File: config.mk
export PLATFORM = sky130hd
export DESIGN_NAME = alarma_tone_seq
export DESIGN_NICKNAME = d
export VERILOG_FILES = /design/src/rtl/alarma_pkg.sv /design/src/rtl/alarma_tone_div.sv /design/src/rtl/alarma_tone_seq.sv
export SDC_FILE = /design/constraint.sdc
export NUM_CORES = 1
export LEC_CHECK = 0
export CAP_MARGIN = 40
export CORE_ASPECT_RATIO = 1.2
export CORE_MARGIN = 5
export CORE_UTILIZATION = 45
export DETAILED_ROUTE_END_ITERATION = 8
export PLACE_DENSITY = 0.62
export SETUP_SLACK_MARGIN = 0.4
export SLEW_MARGIN = 5
export SYNTH_ARGS = -nofsm -noshare
export SYNTH_HDL_FRONTEND = slang
export SYNTH_SLANG_ARGS = --single-unit
File: constraint.sdc
create_clock -name clk -period 3.79 [get_ports clk]
set_clock_uncertainty 0.15 [all_clocks]
set_input_delay 0.758 -clock clk [delete_from_list [all_inputs] [get_ports clk]]
set_output_delay 0.758 -clock clk [all_outputs]
set_load 0.1 [all_outputs]
File: src/rtl/alarma_pkg.sv
// Shared pattern codes, sequencer state encoding and slot helpers for the
// alarm tone sequencer.
package alarma_pkg;

    localparam logic [1:0] PAT_CONT   = 2'b00;
    localparam logic [1:0] PAT_BEEP   = 2'b01;
    localparam logic [1:0] PAT_SIREN  = 2'b10;
    localparam logic [1:0] PAT_TRIPLE = 2'b11;

    typedef enum logic {
        IDLE = 1'b0,
        RUN  = 1'b1
    } seq_state_t;

    // Bit n set means slot n of the 8-slot triple-beep frame sounds.
    localparam logic [7:0] TRIPLE_MASK = 8'b0001_0101;

    function automatic int cnt_width(input int n);
        return (n <= 1) ? 1 : $clog2(n);
    endfunction

    function automatic logic slot_sounds(input logic [1:0] pat, input logic [2:0] idx);
        case (pat)
            PAT_CONT:  return 1'b1;
            PAT_BEEP:  return ~idx[0];
            PAT_SIREN: return 1'b1;
            default:   return TRIPLE_MASK[idx];
        endcase
    endfunction

    function automatic logic [2:0] slot_next(input logic [1:0] pat, input logic [2:0] idx);
        if (pat == PAT_TRIPLE)
            return idx + 3'd1;
        return {2'b00, ~idx[0]};
    endfunction

endpackage

File: src/rtl/alarma_tone_div.sv
// Half-period divider: toggles wave every selected half-period while run is high;
// clear reloads the phase to force_level, idle holds the wave low.
module alarma_tone_div
    import alarma_pkg::*;
#(
    parameter int TONE_A_HALF = 12500,
    parameter int TONE_B_HALF = 25000
) (
    input  logic clk,
    input  logic reset,
    input  logic half_sel,
    input  logic clear,
    input  logic force_level,
    input  logic run,
    output logic wave
);

    localparam int MAX_HALF = (TONE_A_HALF > TONE_B_HALF) ? TONE_A_HALF : TONE_B_HALF;
    localparam int CNT_W    = cnt_width(MAX_HALF);
    localparam logic [CNT_W-1:0] A_LAST = CNT_W'(TONE_A_HALF - 1);
    localparam logic [CNT_W-1:0] B_LAST = CNT_W'(TONE_B_HALF - 1);

    logic [CNT_W-1:0] tone_cnt;
    logic [CNT_W-1:0] tone_last;

    assign tone_last = half_sel ? B_LAST : A_LAST;

    always_ff @(posedge clk or negedge reset) begin
        if (!reset) begin
            tone_cnt <= '0;
            wave     <= 1'b0;
        end else if (clear) begin
            tone_cnt <= '0;
            wave     <= force_level;
        end else if (run) begin
            if (tone_cnt == tone_last) begin
                tone_cnt <= '0;
                wave     <= ~wave;
            end else begin
                tone_cnt <= tone_cnt + CNT_W'(1);
            end
        end else begin
            tone_cnt <= '0;
            wave     <= 1'b0;
        end
    end

endmodule

File: src/rtl/alarma_tone_seq.sv
// Alarm tone sequencer: slot/cadence FSM driving one tone divider.
//   state | meaning
//   IDLE  | enable[0]=0, outputs low, counters cleared
//   RUN   | sequencing slots of the registered pattern
module alarma_tone_seq
    import alarma_pkg::*;
#(
    parameter int TONE_A_HALF = 12500,
    parameter int TONE_B_HALF = 25000,
    parameter int SLOT_CYCLES = 12500000
) (
    input  logic       clk,
    input  logic       reset,
    input  logic [7:0] enable,
    output logic       clkout,
    output logic       active
);

    if (TONE_A_HALF < 1 || TONE_B_HALF < 1 || SLOT_CYCLES < 2) begin : g_bad_params
        $error("alarma_tone_seq: TONE_*_HALF must be >= 1 and SLOT_CYCLES >= 2");
    end

    localparam int SLOT_W = cnt_width(SLOT_CYCLES);
    localparam logic [SLOT_W-1:0] SLOT_LAST = SLOT_W'(SLOT_CYCLES - 1);

    seq_state_t        state_q, state_d;
    logic [2:0]        slot_idx_q, slot_idx_d;
    logic [SLOT_W-1:0] slot_cnt_q, slot_cnt_d;
    logic [1:0]        pat_q, pat_d;
    logic              active_q, active_d;
    logic              div_clear, div_force, div_run, half_sel;
    logic              en_on;
    logic [1:0]        pat_in;
    logic [2:0]        idx_nxt;
    logic              unused_enable;

    assign en_on         = enable[0];
    assign pat_in        = enable[2:1];
    assign unused_enable = ^enable[7:3];
    assign half_sel      = (pat_q == PAT_SIREN) && slot_idx_q[0];
    assign idx_nxt       = slot_next(pat_q, slot_idx_q);

    always_ff @(posedge clk or negedge reset) begin
        if (!reset) begin
            state_q    <= IDLE;
            slot_idx_q <= '0;
            slot_cnt_q <= '0;
            pat_q      <= PAT_CONT;
            active_q   <= 1'b0;
        end else begin
            state_q    <= state_d;
            slot_idx_q <= slot_idx_d;
            slot_cnt_q <= slot_cnt_d;
            pat_q      <= pat_d;
            active_q   <= active_d;
        end
    end

    always_comb begin
        state_d    = state_q;
        slot_idx_d = slot_idx_q;
        slot_cnt_d = slot_cnt_q;
        pat_d      = pat_q;
        active_d   = active_q;
        div_clear  = 1'b0;
        div_force  = 1'b0;
        div_run    = 1'b0;
        case (state_q)
            IDLE: begin
                if (en_on) begin
                    state_d    = RUN;
                    pat_d      = pat_in;
                    slot_idx_d = '0;
                    slot_cnt_d = '0;
                    active_d   = 1'b1;
                    div_clear  = 1'b1;
                    div_force  = 1'b1;
                end
            end
            RUN: begin
                // Priority: disable, then pattern restart, then slot boundary.
                if (!en_on) begin
                    state_d    = IDLE;
                    slot_idx_d = '0;
                    slot_cnt_d = '0;
                    active_d   = 1'b0;
                    div_clear  = 1'b1;
                end else if (pat_in != pat_q) begin
                    pat_d      = pat_in;
                    slot_idx_d = '0;
                    slot_cnt_d = '0;
                    active_d   = 1'b1;
                    div_clear  = 1'b1;
                    div_force  = 1'b1;
                end else begin
                    div_run = slot_sounds(pat_q, slot_idx_q);
                    if (slot_cnt_q == SLOT_LAST) begin
                        slot_cnt_d = '0;
                        // Continuous tone runs free across slot boundaries.
                        if (pat_q != PAT_CONT) begin
                            slot_idx_d = idx_nxt;
                            active_d   = slot_sounds(pat_q, idx_nxt);
                            div_clear  = 1'b1;
                            div_force  = slot_sounds(pat_q, idx_nxt);
                        end
                    end else begin
                        slot_cnt_d = slot_cnt_q + SLOT_W'(1);
                    end
                end
            end
            default: state_d = IDLE;
        endcase
    end

    alarma_tone_div #(
        .TONE_A_HALF (TONE_A_HALF),
        .TONE_B_HALF (TONE_B_HALF)
    ) u_tone_div (
        .clk         (clk),
        .reset       (reset),
        .half_sel    (half_sel),
        .clear       (div_clear),
        .force_level (div_force),
        .run         (div_run),
        .wave        (clkout)
    );

    assign active = active_q;

endmodule

==> flow_summary.ini <==
[status]
outcome = finished clean

[cts]
hold_buffers = 0
cts_root_buffer = clkbuf_8
numCtsBuffers = 5
clock-sinks = 47
htreeDepth = 2
post_cts_resized = 0
clkLatencyLatePin_ns = 0.30
cts_buffer_depth = 2
cts_tree = done
clk_pin_slew_ns = 0.09
post_cts_buffers = 0

[routing]
routed_wl_um = 5234
drt_pass1_iterations = 4
drt-vias-per-instance = 5.386
avgRoutedWirePerCell_um = 14.42
drt_iter0_drc = 61
ant_nets = 0
drc_errors = 0
vias = 1955

[die]
initial_core_util_pct = 46.49
dieHeight_um = 93.83
io_pins = 12
num_rows = 30
coreArea_um2 = 5668
dieWidth_um = 79.86
dieArea_um2 = 7492

[critical_path]
cpPeakStageDelay_ns = 0.69
required_ns = 3.88
end_kind = register
worstPathArrival_ns = 2.77
crit_fanout = 9
cp-start-kind = primary input
crit_chain = clkdlybuf4s50_1 > xnor2_1 > nand4_1 > buf_4 > or4_1 > buf_4 > nor2_1
slowest_stage = or4_1
crit_type = in2reg
crit_top_cell = buf_4

[timing]
setup_violations = 0
fmax_mhz = 372.9
timing.final.crit_share_pct = 70.76
min_period_ns = 2.682
hold_slack_ns = 0.2351
grt_setup_unrepaired = no
setup-tns-final_ns = 0
relSlewSlack_pct = 63.15
tightest_slew_ns = 0.5522
maxSlewViolCount = 0
hold_viol_final = 0
layout_setup_ws_ns = 1.108

[place]
placed_cells = 355
pre_cts_slack_ns = 0.7616
gp_congestion = 0.7705
dp_hpwl_um = 3677
io_buffers = 6

[final_layout]
drive_gt1_share_pct = 10.25
final_common_cell = dfrtp_1
fin_cells = 363
num-fill-cells = 534
fin_util_pct = 51.83
num_antenna_cells = 0
synthToLayoutAreaGrowth_pct = 11.49
final_cell_mix = dfrtp_1, nor2_1, nand2_1, nand3_1, xnor2_1
nNetsFinal = 296

[global_route]
grt_remaining_overflow = 0
antenna_found_initial = 0
track_usage_pct = 16.02
grt_pass1_wl_um = 9715
grt_pass1_vias = 2077
grt_max_degree = 31

[pwr]
p_leak_nw = 1.195
peakVddDrop_mv = 0.1684
p_per_area_nw_per_um2 = 354.7

[yosys]
postSynthAreaPerCell_um2 = 9.688
ys_seq_area_share_pct = 44.63
ys_ff_latch = 47
synth.distinct_cells = 50
synth_area_leader_cell = dfrtp_1
syn_area_um2 = 2635
synth_area_leaders = dfrtp_1, nor2_1, xnor2_1, xor2_1, nand3_1
syn_nets = 286
async_reset_ff_share_pct = 100.0
synthFlopType = dfrtp_1
syn_inst = 272
yosysWarnings = 0
synth_edf_count = 0
synthDominantCellAreaShare_pct = 44.63

[min_path]
worstHoldPathType = in2async

[run]
drv_cap = 0
report_power, final:
part	internal [mW]	leakage [nW]	switching, mW	total (mW)
clock	0.264	0.0654	0.172	0.435
combinational	0.0343	0.484	0.0569	0.0911
sequential	0.508	0.645	0.00795	0.516
cells in the mapped netlist, types with 2 or more instances:
| cell | number |
|---|---|
| buf_2 | 4 |
| nor2_2 | 2 |
| or4_1 | 3 |
| inv_1 | 10 |
| nand4b_1 | 2 |
| xor2_1 | 14 |
| buf_4 | 2 |
| ha_1 | 4 |
| o211ai_1 | 2 |
| and4b_1 | 2 |
| mux2_2 | 3 |
| dfrtp_1 | 47 |
| xnor2_1 | 17 |
| nor4bb_1 | 2 |
| nand3_1 | 21 |
| a21o_1 | 5 |
| nor2_1 | 40 |
| nor4_1 | 3 |
| mux2i_1 | 3 |
| a21oi_1 | 3 |
| nand2_1 | 21 |
| buf_6 | 2 |
| clkbuf_1 | 2 |
| o21ai_1 | 2 |
| or3_1 | 2 |
| a22o_1 | 8 |
| nor4b_1 | 2 |
| nor3_1 | 11 |
| nand3b_1 | 2 |
| and2_1 | 3 |
| nand4_1 | 9 |
critical path, delay by kind of cell:
family	cells	cell delay, ns
buffers and inverters	3	0.96
xor gates and xnor gates	1	0.14
and+or+nand+nor	3	0.91
state kept, by name, indices dropped and copies added (netlist names):
signal	flops
slot_cnt_q	24
state_q	1
slot_idx_q	3
u_tone_div.tone_cnt	15
u_tone_div.wave	1
pat_q	2
active	1
area by class of cell:
cell class | instances | area (µm²) | share of cell area, %
Clock buffer | 6 | 72.57 | 2.470
Tap cell | 80 | 100.1 | 3.407
Multi-Input combinational cell | 205 | 1356 | 46.17
Inverter | 10 | 37.54 | 1.278
Timing Repair Buffer | 13 | 135.1 | 4.600
Clock inverter | 2 | 60.06 | 2.044
Sequential cell | 47 | 1176 | 40.03
final timing paths:
kind,from,endpoint,slack (ns),cells after the start
worst max-delay path,enable[1],u_tone_div.tone_cnt[10],1.11,7
worst min-delay path,reset,slot_idx_q[1],0.24,1
worst max register to register,slot_cnt_q[0],slot_cnt_q[23],1.22,7
worst min register to register,u_tone_div.tone_cnt[0],u_tone_div.tone_cnt[0],0.32,1
max in group asynchronous,reset,slot_cnt_q[1],2.74,2
min in group clk,u_tone_div.tone_cnt[0],u_tone_div.tone_cnt[0],0.32,1
cell families after synthesis:
family	after synthesis	share of synthesized area [%]
AOI/OAI and AO/OA	28	8.642
xor gates and xnor gates	31	10.30
adders and majority gates	4	1.899
buffers and inverters	20	3.894
DFF	47	44.63
muxes	6	2.422
and+or+nand+nor	136	28.21
per-stage QoR:
step                cell area, µm²  power [mW]
global route                  2938       1.084
detailed placement            2805      0.6189
finish                        2938       1.042
global placement              2755      0.6068
CTS                           2938       1.058
floorplan                     2635      0.5791
metal layers:
metal  global-route usage, %  vias to the layer above  wire, µm
met3                   3.359                        5       119
li1                        -                      979         -
met2                   27.23                       18      2555
met5                       0                        -         0
met1                   20.64                      953      2502
met4                   4.085                        0        56
(Power assumes the default switching activity.)
